**config.mk**
```make
export PLATFORM = sky130hd
export DESIGN_NAME = cdc_bus_tx
export DESIGN_NICKNAME = d
export VERILOG_FILES = /design/src/rtl/cdc_pkg.sv /design/src/rtl/signal_sync.sv /design/src/rtl/cdc_bus_tx.sv
export SDC_FILE = /design/constraint.sdc
export NUM_CORES = 1
export LEC_CHECK = 0
export CORE_MARGIN = 5
export CORE_UTILIZATION = 30
export DETAILED_ROUTE_END_ITERATION = 8
export GPL_TIMING_DRIVEN = 0
export SLEW_MARGIN = 20
export SYNTH_ARGS = -nofsm -noshare
export SYNTH_HDL_FRONTEND = slang
export SYNTH_SLANG_ARGS = --single-unit
```
**constraint.sdc**
```tcl
create_clock -name clk -period 2.2 [get_ports clk]
set_input_delay 0.44 -clock clk [delete_from_list [all_inputs] [get_ports clk]]
set_output_delay 0.44 -clock clk [all_outputs]
set_load 0.1 [all_outputs]
```
**src/rtl/cdc_pkg.sv**
```systemverilog
`default_nettype none
// ============================================================================
//  Module      : cdc_pkg
//  Description : Shared FSM encoding and default synchronizer depth for the
//                CDC bus transmitter.
//  Revision    : 1.0
// ============================================================================
package cdc_pkg;

    typedef enum logic [0:0] {
        IDLE     = 1'b0,
        WAIT_ACK = 1'b1
    } cdc_state_t;

    localparam int c_sync_depth_default = 2;

endpackage : cdc_pkg
`default_nettype wire

```
**src/rtl/signal_sync.sv**
```systemverilog
`default_nettype none
// ============================================================================
//  Module      : signal_sync
//  Description : Multi-flop synchronizer for signals entering the clk domain.
//  Revision    : 1.0
// ============================================================================
module signal_sync #(
    parameter int Width = 1,
    parameter int Depth = 2
) (
    input  logic             clk,
    input  logic             rst_n,
    input  logic [Width-1:0] d,
    output logic [Width-1:0] q
);

    logic [Width-1:0] r_stages [Depth];

    always_ff @(posedge clk or negedge rst_n) begin
        if (!rst_n) begin
            for (int i = 0; i < Depth; i++) begin
                r_stages[i] <= '0;
            end
        end else begin
            r_stages[0] <= d;
            for (int i = 1; i < Depth; i++) begin
                r_stages[i] <= r_stages[i-1];
            end
        end
    end

    assign q = r_stages[Depth-1];

endmodule : signal_sync
`default_nettype wire

```
**src/rtl/cdc_bus_tx.sv**
```systemverilog
`default_nettype none
// ============================================================================
//  Module      : cdc_bus_tx
//  Description : Source side of a two-phase toggle bus handshake; holds the
//                word stable until the synchronized ack toggle matches.
//                Optional WAIT_ACK timeout: define CDC_BUS_TX_TIMEOUT_EN.
//  Revision    : 1.0
// ============================================================================
module cdc_bus_tx
    import cdc_pkg::*;
#(
    parameter int Width         = 32,
    parameter int SyncDepth     = c_sync_depth_default,
    parameter int TimeoutCycles = 1024
) (
    input  logic             clk,
    input  logic             rst_n,
    input  logic             in_valid,
    output logic             in_ready,
    input  logic [Width-1:0] in_data,
    output logic [Width-1:0] xfer_data,
    output logic             xfer_req,
    input  logic             xfer_ack,
    output logic             done,
    output logic             timeout_err
);

    cdc_state_t       r_state;
    logic             r_req;
    logic [Width-1:0] r_data;
    logic             r_done;
    logic             w_ack_s;
    logic             w_accept;

    signal_sync #(
        .Width (1),
        .Depth (SyncDepth)
    ) u_ack_sync (
        .clk   (clk),
        .rst_n (rst_n),
        .d     (xfer_ack),
        .q     (w_ack_s)
    );

    assign w_accept = (r_state == IDLE) && in_valid;

    // ack_s is only looked at in WAIT_ACK; a stray ack toggle in IDLE is ignored.
    always_ff @(posedge clk or negedge rst_n) begin
        if (!rst_n) begin
            r_state <= IDLE;
            r_req   <= 1'b0;
            r_data  <= '0;
            r_done  <= 1'b0;
        end else begin
            r_done <= 1'b0;
            case (r_state)
                IDLE: begin
                    if (in_valid) begin
                        r_data  <= in_data;
                        r_req   <= ~r_req;
                        r_state <= WAIT_ACK;
                    end
                end
                WAIT_ACK: begin
                    if (w_ack_s == r_req) begin
                        r_state <= IDLE;
                        r_done  <= 1'b1;
                    end
                end
                default: r_state <= IDLE;
            endcase
        end
    end

    assign in_ready  = (r_state == IDLE);
    assign xfer_data = r_data;
    assign xfer_req  = r_req;
    assign done      = r_done;

`ifdef CDC_BUS_TX_TIMEOUT_EN
    localparam int c_cnt_w = $clog2(TimeoutCycles + 1);

    logic [c_cnt_w-1:0] r_cnt;
    logic               r_timeout;

    // Counter saturates at TimeoutCycles; the flag is sticky and the FSM keeps waiting.
    always_ff @(posedge clk or negedge rst_n) begin
        if (!rst_n) begin
            r_cnt     <= '0;
            r_timeout <= 1'b0;
        end else if (w_accept) begin
            r_cnt <= '0;
        end else if ((r_state == WAIT_ACK) && (r_cnt != c_cnt_w'(TimeoutCycles))) begin
            r_cnt <= r_cnt + c_cnt_w'(1);
            if (r_cnt == c_cnt_w'(TimeoutCycles - 1)) begin
                r_timeout <= 1'b1;
            end
        end
    end

    assign timeout_err = r_timeout;
`else
    assign timeout_err = 1'b0;
`endif

endmodule : cdc_bus_tx
`default_nettype wire

```
Word level (Yosys, flattened, before mapping)
Index checks and enable logic that the tools add are counted.
Word-level totals
  register bits after elaboration: 37
  input bits: 36
  output and inout port bits: 36
  logic and storage cells: 15
Cells by class
  equal/unequal tests: 1
  muxes and demuxes: 5
  bitwise logic cells: 2
  reduce and logical (&&, ||, !) cells: 1
Operators with widths (count)
  1-bit two-way mux: 4
  1-bit NOT: 2
  1-bit one-hot mux with 2 select lines: 1
  2-bit AND reduction: 1
  1-bit == test: 1

Depth between registers and ports, before layout
Gate-level depths: netlist of the first run.
  depth after elaboration: 3
  gate-level depth with buffers: 4
  mapped depth without buffers: 2

Cells and area by module
From an unflattened synthesis of the first run, not the netlist that was laid out.
Second synthesis, totals
  cells, all modules: 82
  area total of the unflattened synthesis: 1520.2 um^2
Modules (own cells, without submodules)
  cdc_bus_tx: times used 1, cells an instance 80, area an instance 1470.2 um^2, seq. area each 875.8 um^2
  signal_sync: times used 1, cells an instance 2, area an instance 50.0 um^2, seq. area each 50.0 um^2

Worst setup path before layout of the first run
OpenSTA, ideal clock, no wires.
  path kind: register to output
  from: register r_state
  to: output port in_ready
  arrival time: 0.987 ns
  required time: 1.760 ns
  slack: 0.773 ns
  cell stages (with the launch flop): 2
  buffers on the path: 0
  path through: dfrtp_1 -> inv_1
On the way
  cells in the longest elaborated chain, start to end: 1
Ends and longest elaborated chain
  from (decl): line cdc_bus_tx.sv:28  | cdc_state_t r_state;
  from (signal assigned): line cdc_bus_tx.sv:50  | r_state <= IDLE;
  from (signal assigned): line cdc_bus_tx.sv:61  | r_state <= WAIT_ACK;
  from (signal assigned): line cdc_bus_tx.sv:66  | r_state <= IDLE;
  1-bit NOT (no source line)
  to (decl): line cdc_bus_tx.sv:19  | output logic in_ready,
No other way between the ends.

Worst setup path after layout of the first run
Same ends and word-level chain as after synthesis.

==> impl_metrics.csv, run 1 <==
group,metric,value,unit
status,status,"finished, final reports clean",
clock_tree,clk_pin_slew_worst_paths,0.08,ns
critical_path,end_kind,"output port",
layout,fin_cells,231,
logic_synthesis,synthSimpleGateAreaFrac,1.070,%
timing,final_max_slew_viol_count,0,
logic_synthesis,yosys_warnings,0,
timing,period_minus_slack,2.075,ns
routing,drtIter0Drc,38,
critical_path,crit_arrival,1.63,ns
global_route,groute.usage.overall,11.33,%
critical_path,reg2regPathDepth,4,
layout,area_growth,58.35,%
logic_synthesis,synth_top_family_by_area,"multiplexers",
clock_tree,cts_buffers,5,
logic_synthesis,syn-num-nets,118,
floorplanning,die_h,81.19,µm
placement,port_buffers,70,
routing,dr.pass1.iters,3,
logic_synthesis,ys_seq_area_share,60.91,%
flow_run,drv_cap,0,
floorplanning,die_x,81.19,µm
layout,post-route-util,48.05,%
timing,skew,0.006074,ns
timing,slew_headroom,35.15,%
clock_tree,tritoncts,"built",
routing,vias,944,
floorplanning,pin_count,72,
routing,ant_nets,0,
critical_path,path_cells,"inv_1 -> dlygate4sd2_1",
clock_tree,htree_levels,2,
critical_path,cp.depth,2,
critical_path,cp_max_fo,5,
global_route,grt_pass1_wl,5451,µm
timing,tightestPinTransition,0.9767,ns
critical_path,critical_path.slowest_cell,"dlygate4sd2_1",
floorplanning,initial_core_util,30.34,%
clock_tree,clock-sinks,37,
global_route,antenna_found_initial,0,
layout,drive_above_1_share,29.19,%
global_route,grt_max_degree,21,
timing,setup_viol,0,
timing,fin_crit_sh,94.32,%
critical_path,required,1.76,ns
critical_path,cp_top_family,"buffers and inverters",
layout,nets,196,
min_path,hp-class,"input pin to asynchronous set/reset pin",
clock_tree,insertion_delay,0.29,ns
critical_path,crit_buf_inv,2,
routing,avgViaCountPerCell,4.087,
logic_synthesis,yosysUniqueCellTypes,14,
global_route,grt_overflow,0,
floorplanning,num_rows,26,
global_route,first_global_vias,1100,
floorplanning,fp.coreArea,0.005010,mm²
timing,rsz0062_at_grt,"no",
logic_synthesis,synthAdderAreaFrac,0,%
routing,drc_errors,0,
critical_path,max_stage_delay,0.86,ns
logic_synthesis,ys_seq_elements,37,
placement,dp.cells,223,
layout,diodes,0,
timing,max_freq,481.9,MHz
logic_synthesis,synth_area,0.001520,mm²
logic_synthesis,synth_xor_area_share,1.152,%
logic_synthesis,synth_compound_area_share,0.3292,%
routing,routedWlPerCell,14.88,µm
placement,dp_hpwl,2604,µm
critical_path,startpoint_type,"flop",
timing,hold_viol_final,0,
logic_synthesis,muxShareOfSynthArea,30.86,%
placement,place.gp.congestion,0.6454,
floorplanning,die-area,0.006591,mm²
logic_synthesis,syn_avg_cell_area,18.54,µm²
critical_path,critPathKind,"flop to output port",
clock_tree,cts_max_path_buffers,2,
clock_tree,clockRootBuffer,"clkbuf_8",
routing,wl,3437,µm
clock_tree,cts_post_setup_buffers_inserted,0,
logic_synthesis,syn_inst,82,
Yosys cell counts:
| library cell | number | area [µm²] |
|---|---|---|
| buf_12 | 3 | 60.06 |
| dfrtp_1 | 37 | 925.9 |
| and2_1 | 1 | 6.260 |
| buf_4 | 1 | 7.510 |
| mux2_4 | 29 | 435.4 |
| inv_1 | 1 | 3.750 |
| xor2_1 | 1 | 8.760 |
| buf_6 | 1 | 11.26 |
| a21oi_1 | 1 | 5.000 |
| mux2_2 | 3 | 33.78 |
| nor2_1 | 1 | 3.750 |
| xnor2_1 | 1 | 8.760 |
| nor2b_1 | 1 | 6.260 |
| conb_1 | 1 | 3.750 |
state kept, by name, indices dropped and copies added, names as in the netlist:
signal               cells
done                     1
u_ack_sync.q             1
xfer_req                 1
u_ack_sync.r_stages      1
r_state                  1
xfer_data               32
final cells by class:
class / count / area (µm²)
Buffer: 5 / 78.83
Clock buffer: 6 / 82.58
Clock inverter: 2 / 37.54
Fill cell: 476 / 2603
Inverter: 1 / 3.754
Multi-Input combinational cell: 39 / 511.7
Sequential cell: 37 / 925.9
Tap cell: 70 / 87.58
Timing Repair Buffer: 71 / 679.4
metal layers:
metal | wire length [µm] | part of all wire (%) | track usage, % | vias up
met3 | 187 | 5.4 | 3.215 | 6
met1 | 1378 | 40 | 12.22 | 474
met5 | 0 | 0 | 0 | -
met4 | 55 | 1.6 | 6.588 | 0
li1 | - | - | - | 428
met2 | 1817 | 53 | 19.70 | 36
per-stage QoR:
| step | setup WS, ns | hold slack, ns | instance area, µm² | setup TNS (ns) |
|---|---|---|---|---|
| 2_1_floorplan | 0.7725 | 0.1444 | 1520 | 0 |
| 3_3_place_gp | -0.09655 | 0.3356 | 2308 | -3.512 |
| 3_5_place_dp | 0.1489 | 0.3503 | 2331 | 0 |
| 6_report | 0.1251 | 0.1070 | 2407 | 0 |
| 5_1_grt | 0.07504 | 0.1362 | 2407 | 0 |
| 4_1_cts | 0.1110 | 0.1124 | 2407 | 0 |
cell families (layout without fill, tap and decap cells):
| family | count (synthesis) | after routing |
|---|---|---|
| AO/OA/AOI/OAI | 1 | 1 |
| buffers and inverters | 6 | 85 |
| other | 1 | 1 |
| multiplexers | 32 | 32 |
| flip-flops | 37 | 37 |
| AND/OR/NAND/NOR | 3 | 3 |
| XOR/XNOR | 2 | 2 |
path summary, 6_finish.rpt:
path | to | slack, ns | from
min in group clk | u_ack_sync.q | 0.36 | u_ack_sync.r_stages[1]
worst min register to register | u_ack_sync.q | 0.36 | u_ack_sync.r_stages[1]
worst max register to register | xfer_data[3] | 0.89 | r_state
max in group asynchronous | xfer_data[23] | 1.64 | rst_n
worst max-delay path | in_ready | 0.13 | r_state
worst min-delay path | xfer_data[29] | 0.11 | rst_n
repair_timing:
item / in CTS / in global routing
resized for setup: 35 / 0
hold buffers: 0 / 0
hold endpoints to repair: 0 / 0
setup endpoints to repair: 35 / 0
layout by cell type (no fill, tap or decap), types with 3 or more instances in the layout:
master,count
buf_12,3
clkbuf_8,6
clkdlybuf4s50_1,34
dfrtp_1,37
dlygate4sd2_1,35
mux2_2,3
mux2_4,29
Power of run 1 is not shown: default switching activity piles up to over one toggle a cycle in this logic, so the estimate is an artifact.
==> run 2: changes to the inputs <==
--- a/config.mk
+++ b/config.mk
@@ -8,7 +8,6 @@
 export CORE_MARGIN = 5
 export CORE_UTILIZATION = 30
 export DETAILED_ROUTE_END_ITERATION = 8
-export GPL_TIMING_DRIVEN = 0
 export SLEW_MARGIN = 20
 export SYNTH_ARGS = -nofsm -noshare
 export SYNTH_HDL_FRONTEND = slang
==> run 2 against run 1 <==
Clock skew fell by 0.0024 ns; first-iteration DRC count fell by 34%; setup slack improved by 0.53 ns; routed wire length fell by 5.2%; critical path type is now input pin to flop; critical endpoint is now xfer_data[21]; cell count fell by 2.2%.
==> impl_metrics.csv, run 2 (synthesized netlist as in run 1, its figures left out) <==
group,metric,value,unit
timing,rsz0062_at_grt,"no",
clock_tree,clockRootBuffer,"clkbuf_8",
layout,largest_reg_flops,32,
timing,skew,0.003644,ns
timing,slew_headroom,47.05,%
critical_path,cp_max_fo,13,
timing,max_freq,648.1,MHz
routing,routedWlPerCell,14.42,µm
routing,ant_nets,0,
floorplanning,die_x,81.19,µm
layout,final_cell_mix,"dfrtp_1 (37), buf_4 (36), clkdlybuf4s50_1 (34)",
global_route,grt_max_degree,38,
routing,topRoutingLayerUsed,"met4",
clock_tree,tritoncts,"built",
placement,port_buffers,70,
routing,drtIter0Drc,25,
critical_path,reg2regPathDepth,3,
routing,dr.pass1.iters,4,
global_route,antenna_found_initial,0,
critical_path,r2r_slack,0.88,ns
layout,drive_above_1_share,49.36,%
flow_run,drv_cap,0,
status,status,"finished, final reports clean",
layout,nets,192,
global_route,first_global_vias,1057,
clock_tree,clock-sinks,37,
clock_tree,cts_max_path_buffers,2,
layout,diodes,0,
routing,drc_errors,0,
clock_tree,cts_resized,0,
global_route,grt_pass1_wl,5264,µm
routing,wl_met1,1302,µm
timing,tightestPinTransition,0.7943,ns
clock_tree,cts_hold_buffers,0,
clock_tree,htree_levels,2,
routing,wl_met2,1659,µm
floorplanning,die-area,0.006591,mm²
floorplanning,num_rows,26,
critical_path,required,2.36,ns
floorplanning,initial_core_util,30.34,%
global_route,groute.usage.overall,10.77,%
routing,vias,906,
global_route,grt_overflow,0,
routing,route.met3.wl,232,µm
clock_tree,insertion_delay,0.28,ns
timing,hold_viol_final,0,
placement,dp_hpwl,2451,µm
critical_path,end_kind,"flop",
min_path,hp-class,"input pin to asynchronous set/reset pin",
floorplanning,fp.coreArea,0.005010,mm²
critical_path,critPathKind,"input pin to flop",
routing,wl,3258,µm
timing,fin_crit_sh,70.13,%
timing,setup_viol,0,
layout,post-route-util,45.08,%
critical_path,rr_startpoint,"r_state",
critical_path,startpoint_type,"input pin",
clock_tree,cts_post_setup_buffers_inserted,0,
timing,fin_setup_tns,0,ns
timing,period_minus_slack,1.543,ns
floorplanning,pin_count,72,
critical_path,timing.rr.end,"xfer_data[21]",
floorplanning,die_h,81.19,µm
layout,area_growth,48.56,%
placement,place.gp.congestion,0.6459,
critical_path,crit_arrival,1.70,ns
clock_tree,clk_pin_slew_worst_paths,0.07,ns
layout,layout_commonest_cell,"dfrtp_1",
clock_tree,cts_buffers,5,
routing,avgViaCountPerCell,4.009,
timing,final_max_slew_viol_count,0,
==> run 2: worst max-delay path by stage <==
stage / from / to / cells past startpoint
after floorplan: r_state / in_ready / 1
after global placement: in_valid / xfer_data[13] / 4
after detailed placement: in_valid / xfer_data[16] / 4
after CTS: r_state / in_ready / 2
after global routing: r_state / in_ready / 2
final: in_valid / xfer_data[21] / 4
==> run 2: metal layers <==
layer / GRT usage, % / vias up
met3: 4.102 / 6
met4: 4.561 / 0
met2: 18.14 / 35
li1: - / 421
met5: 0 / -
met1: 12.15 / 444
==> run 2: final cells by class <==
cell class              count  area (µm²)
multi-input cells          39       519.2
well taps                  70       87.58
inverters                   1       3.754
repair buffers             72       635.6
clock buffers               7       86.33
fillers                   472        2751
flip-flops and latches     37       925.9
==> run 2: critical path, cell delays in order <==
cell,delay [ns]
clkdlybuf4s50_1,0.48
nor2b_4,0.18
buf_4,0.27
mux2_4,0.32
==> run 2: per-stage QoR <==
step / area (µm²) / setup slack (ns) / cells / hold WS [ns]
after floorplan: 1520 / 0.7725 / 82 / 0.1444
after global placement: 2172 / 0.3838 / 219 / 0.3359
after detailed placement: 2172 / 0.3629 / 219 / 0.3379
after CTS: 2258 / 0.6597 / 226 / 0.2791
after global routing: 2258 / 0.6253 / 226 / 0.3389
final: 2258 / 0.6571 / 226 / 0.2446
Power of run 2 is left out for the same reason.
